### config.mk
export PLATFORM = sky130hd
export DESIGN_NAME = fsm_stream_ctrl
export DESIGN_NICKNAME = d
export VERILOG_FILES = /design/src/rtl/fsm_stream_ctrl_pkg.sv /design/src/rtl/piso_shreg.sv /design/src/rtl/fsm_stream_ctrl.sv
export SDC_FILE = /design/constraint.sdc
export NUM_CORES = 1
export LEC_CHECK = 0
export ABC_AREA = 1
export BUFFER_PORTS_ARGS = -buffer_cell sky130_fd_sc_hd__buf_2
export CAP_MARGIN = 20
export CORE_MARGIN = 4
export CORE_UTILIZATION = 43
export DETAILED_ROUTE_END_ITERATION = 10
export PLACE_DENSITY = 0.66
export SLEW_MARGIN = 20
export SYNTH_ARGS = -nofsm -noshare
export SYNTH_HDL_FRONTEND = slang
export SYNTH_SLANG_ARGS = --single-unit
### constraint.sdc
create_clock -name clk -period 4.5 [get_ports clk]
set_input_delay 0.9 -clock clk [delete_from_list [all_inputs] [get_ports clk]]
set_output_delay 0.9 -clock clk [all_outputs]
set_load 0.01 [all_outputs]
### src/rtl/fsm_stream_ctrl_pkg.sv
// ============================================================================
// Module  : fsm_stream_ctrl_pkg
// Brief   : State encoding and default sizing for the detector stream sequencer.
// Revision: 1.0 - initial release
// ============================================================================
`default_nettype none

package fsm_stream_ctrl_pkg;

    typedef enum logic [2:0] {
        ST_IDLE  = 3'd0,
        ST_SHIFT = 3'd1,
        ST_DRAIN = 3'd2,
        ST_DONE  = 3'd3
    } state_t;

    localparam int DEFAULT_WIDTH   = 16;
    localparam int DEFAULT_DET_LAT = 1;
    localparam int DEFAULT_CNT_W   = 5;

endpackage

`default_nettype wire

### src/rtl/piso_shreg.sv
// ============================================================================
// Module  : piso_shreg
// Brief   : Parallel-load, MSB-first serial-out shift register.
// Revision: 1.0 - initial release
// ============================================================================
`default_nettype none

module piso_shreg
    import fsm_stream_ctrl_pkg::*;
#(
    parameter int WIDTH = DEFAULT_WIDTH
) (
    input  logic             clk,
    input  logic             rst,
    input  logic             i_load,
    input  logic             i_shift,
    input  logic [WIDTH-1:0] i_data,
    output logic             o_ser
);

    logic [WIDTH-1:0] r_shreg;

    // Load has priority so a start never races an in-flight shift.
    always_ff @(posedge clk or posedge rst) begin
        if (rst) begin
            r_shreg <= '0;
        end else if (i_load) begin
            r_shreg <= i_data;
        end else if (i_shift) begin
            r_shreg <= {r_shreg[WIDTH-2:0], 1'b0};
        end
    end

    assign o_ser = r_shreg[WIDTH-1];

endmodule

`default_nettype wire

### src/rtl/fsm_stream_ctrl.sv
// ============================================================================
// Module  : fsm_stream_ctrl
// Brief   : Serialises a test word into an external sequence detector and
//           collects its delayed output into a match vector and count.
// Revision: 1.0 - initial release
// ============================================================================
`default_nettype none

module fsm_stream_ctrl
    import fsm_stream_ctrl_pkg::*;
#(
    parameter int WIDTH   = DEFAULT_WIDTH,
    parameter int DET_LAT = DEFAULT_DET_LAT,
    parameter int CNT_W   = DEFAULT_CNT_W
) (
    input  logic             clk,
    input  logic             rst,
    input  logic             i_start,
    input  logic [WIDTH-1:0] i_data_in,
    output logic             o_det_in,
    input  logic             i_det_y,
    output logic             o_busy,
    output logic             o_done,
    output logic [WIDTH-1:0] o_match_vec,
    output logic [CNT_W-1:0] o_match_cnt
);

    localparam int TICK_W = $clog2(WIDTH + DET_LAT + 1);

    localparam logic [TICK_W-1:0] c_SHIFT_LAST = TICK_W'(WIDTH - 1);
    localparam logic [TICK_W-1:0] c_DRAIN_LAST = TICK_W'(WIDTH + DET_LAT - 1);
    localparam logic [TICK_W-1:0] c_WIN_START  = TICK_W'(DET_LAT);

    state_t            r_state;
    state_t            w_state_nxt;
    logic              w_load;
    logic              w_shift;
    logic              w_ser;
    logic              w_active;
    logic              w_sample;
    logic [TICK_W-1:0] r_tick;
    logic [WIDTH-1:0]  r_smp_mask;
    logic [WIDTH-1:0]  r_match_vec;
    logic [CNT_W-1:0]  r_match_cnt;

    piso_shreg #(
        .WIDTH (WIDTH)
    ) u_piso_shreg (
        .clk     (clk),
        .rst     (rst),
        .i_load  (w_load),
        .i_shift (w_shift),
        .i_data  (i_data_in),
        .o_ser   (w_ser)
    );

    always_ff @(posedge clk or posedge rst) begin
        if (rst) begin
            r_state <= ST_IDLE;
        end else begin
            r_state <= w_state_nxt;
        end
    end

    always_comb begin
        w_state_nxt = r_state;
        w_load      = 1'b0;
        w_shift     = 1'b0;
        case (r_state)
            ST_IDLE: begin
                if (i_start) begin
                    w_load      = 1'b1;
                    w_state_nxt = ST_SHIFT;
                end
            end
            ST_SHIFT: begin
                w_shift = 1'b1;
                if (r_tick == c_SHIFT_LAST) begin
                    w_state_nxt = ST_DRAIN;
                end
            end
            ST_DRAIN: begin
                if (r_tick == c_DRAIN_LAST) begin
                    w_state_nxt = ST_DONE;
                end
            end
            ST_DONE: begin
                w_state_nxt = ST_IDLE;
            end
            default: begin
                w_state_nxt = ST_IDLE;
            end
        endcase
    end

    // One tick counter spans SHIFT and DRAIN; the detector latency only
    // shifts where the sampling window begins within it.
    assign w_active = (r_state == ST_SHIFT) || (r_state == ST_DRAIN);
    assign w_sample = w_active && (r_tick >= c_WIN_START);

    always_ff @(posedge clk or posedge rst) begin
        if (rst) begin
            r_tick <= '0;
        end else if (w_load) begin
            r_tick <= '0;
        end else if (w_active) begin
            r_tick <= r_tick + TICK_W'(1);
        end
    end

    // A walking one selects the data bit that the current sample belongs to.
    always_ff @(posedge clk or posedge rst) begin
        if (rst) begin
            r_smp_mask  <= '0;
            r_match_vec <= '0;
            r_match_cnt <= '0;
        end else if (w_load) begin
            r_smp_mask  <= {1'b1, {(WIDTH-1){1'b0}}};
            r_match_vec <= '0;
            r_match_cnt <= '0;
        end else if (w_sample) begin
            r_smp_mask <= r_smp_mask >> 1;
            if (i_det_y) begin
                r_match_vec <= r_match_vec | r_smp_mask;
                r_match_cnt <= r_match_cnt + CNT_W'(1);
            end
        end
    end

    assign o_det_in    = (r_state == ST_SHIFT) && w_ser;
    assign o_busy      = w_active;
    assign o_done      = (r_state == ST_DONE);
    assign o_match_vec = r_match_vec;
    assign o_match_cnt = r_match_cnt;

endmodule

`default_nettype wire

==> results.md <==
- Avg Inst Size Synth: 8.45 um2
- Later-pin clock latency in the skew report: 0.34 ns
- Worst slew pin tran: 0.738 ns
- CTS tree: done
- EDFF count, synth: 0
- CTS Sinks: 60
- Crit path capture type: output port
- CP arrival: 1.51 ns
- Reg-to-reg endpoint: o_match_cnt[4]$_DFFE_PP0P_
- TNS Setup: 0 ns
- Post-DP HPWL: 3880 um
- RR Startpoint: r_state[0]$_DFFE_PP0P_
- Crit-path cells: inv_1 > ha_1 > buf_2
- Main synth FF type: dfrtp_1
- Largest net degree at the start of global routing: 65
- Final cycle utilization of the critical path: 53.6%
- Worst Path Required: 3.60 ns
- Synth-to-Final Area Change: 13.6%
- Max Root-Sink Buffers: 2
- Setup CP Type: flip-flop to output port
- Reg2Reg Setup Slack: 2.21 ns
- Min Tclk post-route: 2.41 ns
- Routability cong.: 0.757
- Vias/cell: 4.88
- Die X: 91.3 um
- First-pass GRT wire length: 10100 um
- Hold worst-path end: o_match_vec[8]$_DFFE_PP0P_
- Row cnt: 30
- DRC viols: 0
- Congestion Overflow GR: 0
- Synthesized area: 2980 um2
- Critical path origin: r_state[0]$_DFFE_PP0P_
- Reg clk slew, reported paths: 0.07 ns
- RSZ-0062 raised after global routing: no
- Post-Synthesis Cells: 353
- Total Wirelength: 5780 um
- WL/cell: 12.1 um
- Setup violators final: 0
- DP Area: 3190 um2
- Via count: 2325
- Setup slack at placement: 1.91 ns
- Fin nets: 420
- Worst stage delay on the critical path: 0.51 ns
- Diode count: 0
- Post-synthesis register bit count: 60
- Postcts setup bufs: 0
- Final Util: 50.1%
- Worst vdd ir: 0.000348 V
- Initial antenna violation count: 0
- R2r worst-path depth: 8
- Final ANT Viol Nets: 0
- Vias in the first global route: 2249
- Initial Util: 44.1%
- Total Die Area: 8330 um2
- Worst rel slew slack: 50.8%
- CTS buffer count: 9
- Final non-filler cell total: 476
- Crit path max fanout: 10
- DR iter-0 viols: 98
- Drt first pass iters: 5
- Placed Cells incl. Taps: 460
- FMAX: 414 MHz
- Syn. warnings: 0
- Worst Hold Class: flip-flop to flip-flop
- Worst path buffer plus inverter count: 2
- Core area: 6760 um2
- Slowest CP cell: ha_1
- Final worst-path setup slack: 2.09 ns
- Die Y: 91.3 um
- Hold buffers post-CTS: 0
- Hold path depth: 2
- Post-synthesis sequential area ratio: 50.3%
- Cell variety after synth: 25
- Crit path max-delay family: adder cells
- Final Skew: 0.00563 ns
- Status: completed
- Pwr per Cell Area: 744 nW/um2
- Proportion of layout cells with a drive suffix above 1: 22.2%
- Final instance area: 3390 um2
- Hold_sp: o_match_vec[8]$_DFFE_PP0P_
- Final Hold Fails: 0
- Port bufs: 43
- Max-Cap Viols: 0
- Mapped Nets: 382
- Post-CTS sizing: 0
- H-tree depth: 3
- Post-synth ARST share: 100%
- Worst setup SP type: flip-flop
- Leakage: 1.91 nW
- Final slew viol count: 0
- Gr usage total: 15.0%
- CTS Root Cell: clkbuf_8
- Io pins: 44
cell usage after synthesis (3+ instances only):
master	n	area [um2]
o21ai_2	15	131
buf_2	9	45.0
buf_6	6	67.6
a21oi_1	7	35.0
nand2_1	94	353
dfrtp_1	60	1500
nand2_4	3	33.8
nor2_1	13	48.8
ha_1	9	113
o21ai_0	37	185
nand3_1	36	180
inv_1	45	169
flip-flops by register name, summed over array words and instances, names as in the netlist:
name and cells:
o_match_cnt 5, o_match_vec 16, r_smp_mask 16, r_state 2, r_tick 5, u_piso_shreg.r_shreg 16
per-layer routing:
| metal | wire [um] | global-route usage (%) | vias to the layer above | share of wire, % |
|---|---|---|---|---|
| met4 | 117 | 7.16 | 0 | 2.0 |
| met5 | 0 | 0 | - | 0 |
| met3 | 239 | 3.65 | 7 | 4.1 |
| met2 | 2700 | 23.8 | 50 | 47 |
| li1 | - | - | 1193 | - |
| met1 | 2720 | 19.4 | 1075 | 47 |
kinds of logic (layout without fill, tap and decap cells):
family / count (synthesis) / after routing / synth area share, %
buffers and inverters: 65 / 108 / 10.2
AOI/OAI and AO/OA: 61 / 61 / 12.2
adders and majority gates: 9 / 9 / 3.78
DFF: 60 / 60 / 50.3
and+or+nand+nor: 158 / 158 / 23.4
placed cells by master, fill, tap and decap left out, drive strengths merged:
cell type	n
a211oi	1
nand4	2
a21oi	7
nor3	1
bufinv	1
clkbuf	12
nand3	36
o22ai	1
inv	47
buf	45
clkinv	2
nor2	17
clkinvlp	1
o21ai	52
nand2	99
and3	1
ha	9
or2	2
dfrtp	60
stage by stage:
step	total power, mW	hold WS [ns]
after floorplan	1.90	0.442
after global placement	2.02	0.454
after CTS	2.56	0.479
final	2.52	0.474
after global routing	2.77	0.500
after detailed placement	2.05	0.463
worst min-delay path, cell delays in order, from the launching register on:
cell and delay [ns]:
dfrtp_1 0.34, nand2_1 0.05, nand2_1 0.05
area by class of cell:
class | count | area [um2]
tap | 80 | 100
fill | 669 | 3370
clock inverter | 4 | 47.5
multi-input combinational | 228 | 1180
inverter | 47 | 176
timing repair buffer | 45 | 230
sequential | 60 | 1500
clock buffer | 12 | 155
report_power, final:
group / internal [mW] / total [mW] / switching (mW)
logic: 0.372 / 1.13 / 0.755
clock network: 0.284 / 0.491 / 0.207
registers: 0.772 / 0.903 / 0.131
how the worst max path moves through the flow:
stage | to | slack (ns) | cells past startpoint
after global routing | o_busy | 1.96 | 3
after global placement | o_match_cnt[0]$_DFFE_PP0P_ | 1.98 | 7
final | o_busy | 2.09 | 3
after floorplan | o_match_cnt[0]$_DFFE_PP0P_ | 2.12 | 1
after detailed placement | o_match_cnt[3]$_DFFE_PP0P_ | 1.91 | 7
after CTS | o_busy | 2.06 | 3
(Power assumes the default switching activity.)
